===== config.mk =====
export PLATFORM = sky130hd
export DESIGN_NAME = inst_fetch_ctrl
export DESIGN_NICKNAME = d
export VERILOG_FILES = /design/src/rtl/inst_fetch_ctrl_pkg.sv /design/src/rtl/inst_fetch_ctrl.sv
export SDC_FILE = /design/constraint.sdc
export NUM_CORES = 1
export LEC_CHECK = 0
export CORE_ASPECT_RATIO = 1.5
export CORE_MARGIN = 1.5
export CORE_UTILIZATION = 35
export CTS_BUF_LIST = sky130_fd_sc_hd__clkbuf_2 sky130_fd_sc_hd__clkbuf_4 sky130_fd_sc_hd__clkbuf_8
export DETAILED_ROUTE_END_ITERATION = 10
export GPL_TIMING_DRIVEN = 0
export HOLD_SLACK_MARGIN = 0.12
export SKIP_CTS_REPAIR_TIMING = 1
export SLEW_MARGIN = 20
export SYNTH_ARGS = -nofsm -noshare
export SYNTH_HDL_FRONTEND = slang
export SYNTH_SLANG_ARGS = --single-unit

===== constraint.sdc =====
create_clock -name clk -period 5.1 [get_ports clk]
set_input_delay 0.51 -clock clk [delete_from_list [all_inputs] [get_ports clk]]
set_output_delay 0.51 -clock clk [all_outputs]
set_load 0.05 [all_outputs]

===== src/rtl/inst_fetch_ctrl_pkg.sv =====
// Shared fetch-path definitions: bus widths, control levels and fetch FSM states.
package inst_fetch_ctrl_pkg;

    localparam int INST_ADDR_W   = 32;
    localparam int INST_DATA_W   = 32;
    localparam int FETCH_TIMEOUT = 16;

    localparam logic RST_ENABLE  = 1'b1;
    localparam logic CHIP_ENABLE = 1'b1;

    typedef enum logic {
        FETCH_IDLE = 1'b0,
        FETCH_REQ  = 1'b1
    } fetch_state_e;

endpackage


===== src/rtl/inst_fetch_ctrl.sv =====
// Instruction-fetch controller: one-entry fetched-word buffer in front of a
// req/ack wait-state instruction memory, with a timeout that turns a hung
// memory into a NOP plus an error pulse so the pipeline never deadlocks.
module inst_fetch_ctrl
    import inst_fetch_ctrl_pkg::*;
#(
    parameter int ADDR_W  = INST_ADDR_W,
    parameter int DATA_W  = INST_DATA_W,
    parameter int TIMEOUT = FETCH_TIMEOUT
) (
    input  logic              clk,
    input  logic              rst,
    input  logic              rom_ce_i,
    input  logic [ADDR_W-1:0] rom_addr_i,
    output logic [DATA_W-1:0] rom_data_o,
    output logic              stallreq_o,
    output logic              mem_req_o,
    output logic [ADDR_W-1:0] mem_addr_o,
    input  logic              mem_ack_i,
    input  logic [DATA_W-1:0] mem_rdata_i,
    output logic              err_o
);

    localparam int CNT_W = (TIMEOUT > 1) ? $clog2(TIMEOUT) : 1;
    localparam logic [CNT_W-1:0] TMO_LAST = CNT_W'(TIMEOUT - 1);

    fetch_state_e      state;
    logic              buf_valid;
    logic [ADDR_W-1:0] buf_tag;
    logic [DATA_W-1:0] buf_data;
    logic [CNT_W-1:0]  tmo_cnt;
    logic [ADDR_W-1:0] req_addr;
    logic              hit;
    logic              miss;

    assign hit        = (rom_ce_i == CHIP_ENABLE) && buf_valid && (buf_tag == rom_addr_i);
    assign miss       = (rom_ce_i == CHIP_ENABLE) && !hit;
    assign mem_addr_o = req_addr;

    // Core-facing side: serve buffered word on a hit, stall the core on a miss.
    always_comb begin
        rom_data_o = '0;
        stallreq_o = 1'b0;
        if (rst != RST_ENABLE) begin
            if (hit) begin
                rom_data_o = buf_data;
            end
            stallreq_o = miss;
        end
    end

    // Fetch FSM: launch a request on a miss, refill the buffer on ack or timeout.
    always_ff @(posedge clk) begin
        if (rst == RST_ENABLE) begin
            state     <= FETCH_IDLE;
            buf_valid <= 1'b0;
            buf_tag   <= '0;
            buf_data  <= '0;
            tmo_cnt   <= '0;
            req_addr  <= '0;
            mem_req_o <= 1'b0;
            err_o     <= 1'b0;
        end else begin
            err_o <= 1'b0;
            case (state)
                FETCH_IDLE: begin
                    if (miss) begin
                        req_addr  <= rom_addr_i;
                        tmo_cnt   <= '0;
                        mem_req_o <= 1'b1;
                        state     <= FETCH_REQ;
                    end
                end
                FETCH_REQ: begin
                    if (mem_ack_i) begin
                        buf_tag   <= req_addr;
                        buf_data  <= mem_rdata_i;
                        buf_valid <= 1'b1;
                        mem_req_o <= 1'b0;
                        state     <= FETCH_IDLE;
                    end else if (tmo_cnt == TMO_LAST) begin
                        buf_tag   <= req_addr;
                        buf_data  <= '0;
                        buf_valid <= 1'b1;
                        mem_req_o <= 1'b0;
                        err_o     <= 1'b1;
                        state     <= FETCH_IDLE;
                    end else begin
                        tmo_cnt <= tmo_cnt + 1'b1;
                    end
                end
                default: begin
                    mem_req_o <= 1'b0;
                    state     <= FETCH_IDLE;
                end
            endcase
        end
    end

endmodule


==> results of run 1 <==
## how the worst max path moves through the flow
stage | startpoint | endpoint | slack (ps) | cells after the start
finish | rom_addr_i[23] | rom_data_o[31] | 740 | 8
floorplan | rom_addr_i[26] | rom_data_o[24] | 1630 | 6
detailed placement | rom_addr_i[23] | rom_data_o[31] | 380 | 8
CTS | rom_addr_i[23] | rom_data_o[31] | 360 | 8
global route | rom_addr_i[28] | rom_data_o[24] | 560 | 9
global placement | rom_addr_i[23] | rom_data_o[31] | 370 | 8
## registers in the layout (all words and copies together) (netlist names)
name	count
buf_data	32
buf_tag	32
buf_valid	1
err_o	1
mem_addr_o	32
mem_req_o	1
state	1
tmo_cnt	4
## metrics by stage
| stage | utilization [%] | setup WS [ps] | area, um2 | std cells | hold slack, ps |
|---|---|---|---|---|---|
| 2_1_floorplan | - | 1630 | 5020 | 597 | 434 |
| 3_3_place_gp | 47.1 | 370 | 6590 | 922 | 448 |
| 3_5_place_dp | 47.1 | 385 | 6590 | 922 | 448 |
| 4_1_cts | 48.4 | 356 | 6780 | 938 | 473 |
| 5_1_grt | 48.5 | 562 | 6780 | 938 | 493 |
| 6_report | 48.5 | 741 | 6780 | 938 | 470 |
## metal layers
metal	vias up	wire length [um]
met5	-	0
met4	0	455
met3	33	890
met2	188	8510
met1	2407	6710
li1	2437	-
## cell type report
class                   count  area [um2]  share of cell area, %
flip-flops and latches    104        2080                   30.7
well taps                 192         240                   3.54
multi-input cells         433        2710                   39.9
plain buffers              59         230                   3.39
inverters                   1        3.75                 0.0553
repair buffers            133        1330                   19.6
clock inverters             3        15.0                  0.221
clock buffers              13         173                   2.55
## where the power goes
| group | total, W | switching [W] | internal, W | leakage, nW |
|---|---|---|---|---|
| registers | 0.000895 | 0.0000348 | 0.000860 | 0.850 |
| clock network | 0.000502 | 0.000281 | 0.000221 | 0.103 |
| logic | 0.000410 | 0.000248 | 0.000162 | 1.39 |
## cell usage after synthesis, drive strengths merged (2+ instances only)
cell type	instances	area, um2
nor4	7	58.8
clkbuf	47	176
nor2	4	15.0
a22oi	32	240
and2	24	150
o21a	2	15.0
nand2	69	259
and3	5	31.3
mux2i	2	20.0
nand3	35	175
nor2b	33	206
a21oi	33	165
a22o	24	210
nand2b	3	18.8
xnor2	16	140
nor3b	41	308
xor2	16	140
nand4	37	231
o21ai	33	165
buf	12	53.8
a32o	8	80.1
dfxtp	104	2080
## logic make-up (layout without fill, tap and decap cells)
family | count (synthesis) | count (layout) | share of synthesized area [%]
adders and majority gates | 1 | 1 | 0.249
muxes | 2 | 2 | 0.399
xor gates and xnor gates | 32 | 32 | 5.59
DFF | 104 | 104 | 41.5
buffers and inverters | 60 | 209 | 4.66
AOI/OAI and AO/OA | 136 | 136 | 18.1
and+or+nand+nor | 262 | 262 | 29.5
==> results.txt, run 1 <==
----------------------------------------------------
[Power]
  Static Leak ... 2.35 nW
  PnR Total Power ... 0.00181 W
  Maximum ir drop on the vdd rail ... 113 uV
  Pwr per Cell Area ... 266 mW/mm2

[Worst setup path]
  Cell-by-cell listing of the critical path ... clkdlybuf4s50_1, xnor2_1, nand4_1, nor4_2, nand3_1, clkbuf_1, nor3b_1, clkdlybuf4s50_1
  Data required, critical path ... 4590 ps
  Buffers and inverters on the worst path ... 3
  Largest stage delay on the critical path ... 840 ps
  WS Path Type ... in -> out
  Worst reg2reg setup slack ... 2650 ps
  Worst path slowest cell ... sky130_fd_sc_hd__clkdlybuf4s50_1
  Cell type group with the largest total delay on the critical path ... buffers and inverters
  Worst reg2reg startpoint ... buf_tag[23]
  Critical Path Most Common Cell ... sky130_fd_sc_hd__clkdlybuf4s50_1
  Critical R2R Capture ... mem_addr_o[18]
  CP arrival ... 3850 ps
  R2R cell count ... 6
  Critical path capture point type ... output pin
  Peak fanout along the critical path ... 10
  Startpoint Class ... input port

[Route]
  Initial detailed-routing violation count ... 289
  Number of nets still failing antenna checks after routing ... 0
  Detailed-route vias per instance ... 5.40
  Number of optimization iterations in the first detailed-route pass ... 5
  Number of remaining DRC errors ... 0
  Detailed-route wire length per cell ... 17.7 um
  Total detailed-routing wirelength ... 16600 um
  Total vias in the final route ... 5065

[Hold path]
  Hold path endpoint ... buf_data[2]
  Worst hold path type ... reg -> reg
  Origin of the worst min-delay path ... buf_data[2]
  Hold Path Stages ... 1

[Global routing]
  Met1 Use GR ... 25.6%
  Via count of the first global-routing pass ... 5045
  GRT met3 Usage ... 3.46%
  Global routing met2 resource utilization ... 38.7%
  Top Usage Layer GRT ... met2
  Pin count of the biggest net entering global routing ... 16
  Total Routing Usage GR ... 21.9%
  Initial antenna violation count ... 0
  Total overflow reported by the global router ... 0
  Wire length of the first global-routing pass ... 25700 um

[Logic synthesis]
  Post-synth EDFFs ... 0
  Yosys reg bits ... 104
  Unique cell type count in the Yosys netlist ... 36
  Sequential element share of the synthesized area ... 41.5%
  Post-synthesis net count ... 666
  Ys Warns ... 0
  Cell Area, Synth ... 0.00502 mm2
  Post-synthesis async set-or-reset flop share ... 0%
  Mapped Cells ... 597
  Synthesized area per cell ... 8.40 um2
  Main flop type after synthesis ... sky130_fd_sc_hd__dfxtp_1

[Timing]
  Setup repair after global routing missed its margin ... no
  Max Clock Skew ... 13.0 ps
  Relative slew margins ... 50.0%
  Final hold violation count ... 0
  Max Transition Viols Final ... 0
  Highest achievable clock rate ... 229 MHz
  Tmin final ... 4360 ps
  Total of endpoints with negative setup slack in the final report ... 0
  Fin crit share ... 85.5%
  Setup TNS ... 0 ps
  Transition at the pin with the smallest max-transition slack ... 743 ps

[Die]
  Effective utilization at floorplan ... 35.9%
  Area enclosed by the die boundary ... 0.0151 mm2
  Number of I/O pins ... 135
  Area of the core ... 0.0140 mm2
  Row count ... 53
  Chip height ... 150 um
  Die span in x ... 101 um

[Layout]
  Top library cells by usage in the layout, fill and taps aside ... sky130_fd_sc_hd__clkdlybuf4s50_1, sky130_fd_sc_hd__dfxtp_1, sky130_fd_sc_hd__nand2_1
  Number of fillers in the final layout ... 1410
  Area growth from synthesis to final layout ... 35.2%
  Layout cells sized above 1 ... 2.82%
  Total inserted antenna cells ... 0
  Most common library cell in the layout ignoring fill and taps ... sky130_fd_sc_hd__clkdlybuf4s50_1
  Fin nets ... 810

[Flow run]
  Max capacitance violation total ... 0

[CTS]
  Buffer depth of the longest clock path ... 2
  Clock sinks ... 104
  Clock tree root driver cell ... sky130_fd_sc_hd__clkbuf_8
  TritonCTS clock tree ... done
  Worst-skew pair later-pin latency ... 380 ps
  Number of buffers inserted during clock tree synthesis ... 9
  Clock H-tree levels ... 3
  Clock transition at the register clock pins on the worst setup and hold paths after CTS ... 90 ps

[Place]
  Detailed placement HPWL ... 12200 um
  Gpl congestion ... 0.862
  Count of input and output buffers ... 133

[Run status]
  Run status ... finished, final reports clean

----------------------------------------------------
(Power assumes the default switching activity.)
==> run 2, diff against run 1 <==
--- a/config.mk
+++ b/config.mk
@@ -5,13 +5,13 @@
 export SDC_FILE = /design/constraint.sdc
 export NUM_CORES = 1
 export LEC_CHECK = 0
-export CORE_ASPECT_RATIO = 1.5
 export CORE_MARGIN = 1.5
 export CORE_UTILIZATION = 35
 export CTS_BUF_LIST = sky130_fd_sc_hd__clkbuf_2 sky130_fd_sc_hd__clkbuf_4 sky130_fd_sc_hd__clkbuf_8
 export DETAILED_ROUTE_END_ITERATION = 10
 export GPL_TIMING_DRIVEN = 0
 export HOLD_SLACK_MARGIN = 0.12
+export PLACE_DENSITY = 0.6
 export SKIP_CTS_REPAIR_TIMING = 1
 export SLEW_MARGIN = 20
 export SYNTH_ARGS = -nofsm -noshare
==> run 2 against run 1 <==
Combinational power about the same. Worst setup slack worse by 170 ps. Count of clock-buffer cells in the layout down 1. Sequential cell count unchanged. Critical path depth unchanged. Critical path type unchanged. Highest routed layer unchanged.
==> results.txt, run 2 (synthesis gave the netlist of run 1 again) <==
----------------------------------------------------
[Run status]
  Run status ... finished, final reports clean

[Layout]
  Top library cells by usage in the layout, fill and taps aside ... sky130_fd_sc_hd__clkdlybuf4s50_1, sky130_fd_sc_hd__dfxtp_1, sky130_fd_sc_hd__nand2_1
  Layout cells sized above 1 ... 2.68% (-0.13 points)
  Area growth from synthesis to final layout ... 35.2% (about the same)
  Most common library cell in the layout ignoring fill and taps ... sky130_fd_sc_hd__clkdlybuf4s50_1
  Post-layout instance count excluding filler cells ... 925 (-1.4%)
  Finished layout cell area ... 0.00679 mm2 (about the same)
  Total inserted antenna cells ... 0 (unchanged)
  Fin nets ... 810 (unchanged)

[Worst setup path]
  CP arrival ... 4020 ps (+170 ps)
  Critical Path Most Common Cell ... sky130_fd_sc_hd__clkdlybuf4s50_1
  Startpoint Class ... input port
  Critical path capture point type ... output pin
  Cell-by-cell listing of the critical path ... clkdlybuf4s50_1, xnor2_1, nand4_1, nor4_2, nand3_1, clkbuf_1, nor3b_1, clkdlybuf4s50_1
  Largest stage delay on the critical path ... 850 ps (about the same)
  WS Path Type ... in -> out
  Peak fanout along the critical path ... 10 (unchanged)
  Data required, critical path ... 4590 ps (about the same)
  Worst path slowest cell ... sky130_fd_sc_hd__clkdlybuf4s50_1

[CTS]
  Clock H-tree levels ... 3 (unchanged)
  Number of buffers inserted during clock tree synthesis ... 9 (unchanged)
  Clock tree root driver cell ... sky130_fd_sc_hd__clkbuf_8
  Clock sinks ... 104 (unchanged)
  Worst-skew pair later-pin latency ... 390 ps (about the same)
  Clock transition at the register clock pins on the worst setup and hold paths after CTS ... 90 ps (about the same)
  TritonCTS clock tree ... done
  Buffer depth of the longest clock path ... 2 (unchanged)

[Route]
  Highest layer used for signal routing ... met4
  Detailed-route vias per instance ... 5.49 (+1.6%)
  Detailed-route wire length per cell ... 18.6 um (+5.2%)
  Met3 WL post-DR ... 1360 um (+52%)
  Number of nets still failing antenna checks after routing ... 0 (unchanged)
  Total vias in the final route ... 5074 (+0.18%)
  Met2 WL ... 7900 um (-7.1%)
  Total detailed-routing wirelength ... 17200 um (+3.8%)
  Length of routed wiring on met1 ... 7680 um (+14%)
  Number of optimization iterations in the first detailed-route pass ... 5 (unchanged)
  Number of remaining DRC errors ... 0 (unchanged)
  Initial detailed-routing violation count ... 334 (+16%)

[Timing]
  Max Transition Viols Final ... 0 (unchanged)
  Highest achievable clock rate ... 221 MHz (-3.7%)
  Final hold violation count ... 0 (unchanged)
  Total of endpoints with negative setup slack in the final report ... 0 (unchanged)
  Fin crit share ... 88.8% (+3.3 points)
  Setup TNS ... 0 ps (unchanged)
  Setup repair after global routing missed its margin ... no
  Max Clock Skew ... 10.7 ps (-2.28 ps)
  Tmin final ... 4530 ps (+170 ps)
  Transition at the pin with the smallest max-transition slack ... 720 ps (-23.5 ps)
  Relative slew margins ... 51.6% (+1.6 points)

[Global routing]
  Via count of the first global-routing pass ... 4842 (-4.0%)
  Pin count of the biggest net entering global routing ... 16 (unchanged)
  Total Routing Usage GR ... 22.8% (+0.93 points)
  Wire length of the first global-routing pass ... 26300 um (+2.4%)
  Total overflow reported by the global router ... 0 (unchanged)
  Initial antenna violation count ... 0 (unchanged)

[Place]
  Instance count after placement with tap cells included ... 910 (-1.3%)
  Detailed placement HPWL ... 12100 um (-0.77%)
  Gpl congestion ... 0.865 (+0.44%)
  Post-place instance area ... 0.00657 mm2 (-0.23%)
  Count of input and output buffers ... 133 (unchanged)

[Die]
  Chip height ... 123 um (-18%)
  Effective utilization at floorplan ... 36.0% (+0.15 points)
  Number of I/O pins ... 135 (unchanged)
  Area enclosed by the die boundary ... 0.0151 mm2 (about the same)
  Row count ... 43 (-19%)
  Area of the core ... 0.0139 mm2 (-0.41%)
  Die span in x ... 123 um (+22%)

[Power]
  PnR Total Power ... 0.00186 W (+2.7%)
  Pwr per Cell Area ... 274 mW/mm2 (+2.7%)
  Maximum ir drop on the vdd rail ... 212 uV (+88%)
  Static Leak ... 2.35 nW (+0.24%)

[Hold path]
  Worst hold path type ... reg -> reg

[Flow run]
  Max capacitance violation total ... 0 (unchanged)

----------------------------------------------------
run 2: changes by cell type in the layout (fill, tap and decap cells not counted):
| cell | before | now |
|---|---|---|
| sky130_fd_sc_hd__clkinv_2 | 3 | 2 |
| sky130_fd_sc_hd__clkbuf_4 | 1 | 0 |
| sky130_fd_sc_hd__bufinv_16 | 0 | 1 |
run 2: area by class of cell:
class                      instances  area [um2]
inverter                           1        3.75
tap                              180         225
multi-input combinational        433        2710
timing repair buffer             133        1330
sequential                       104        2080
buffer                            59         230
clock buffer                      12         165
clock inverter                     3        40.0
fill                            1370        7150
run 2: per-stage QoR:
stage | util (%) | hold WS (ps) | setup WS [ps]
6_report | 48.7 | 470 | 571
5_1_grt | 48.7 | 486 | 402
4_1_cts | 48.6 | 471 | 210
3_5_place_dp | 47.2 | 449 | 246
3_3_place_gp | 47.2 | 448 | 255
2_1_floorplan | - | 434 | 1630
run 2: layer usage:
metal	GRT usage [%]	up-vias
li1	-	2436
met1	30.2	2397
met2	36.7	223
met3	5.86	18
met4	6.18	0
met5	0	-
run 2: worst paths after layout:
kind / to / startpoint / depth (start not counted) / slack (ps)
max: rom_data_o[30] / rom_addr_i[23] / 8 / 570
min: buf_tag[28] / buf_tag[28] / 2 / 470
max reg2reg: state / buf_tag[23] / 6 / 2580
min reg2reg: buf_tag[28] / buf_tag[28] / 2 / 470
run 2: where the power goes:
| group | internal, W | switching, W | total (W) | leakage, nW |
|---|---|---|---|---|
| sequential | 0.000860 | 0.0000349 | 0.000895 | 0.850 |
| combinational | 0.000162 | 0.000251 | 0.000413 | 1.39 |
| clock | 0.000263 | 0.000286 | 0.000549 | 0.108 |
| total | 0.00129 | 0.000571 | 0.00186 | 2.35 |
run 2: critical path, delay by kind of cell:
family	cells	cell delay, ps
buffers and inverters	3	1600
and+or+nand+nor	4	1530
xor gates and xnor gates	1	370
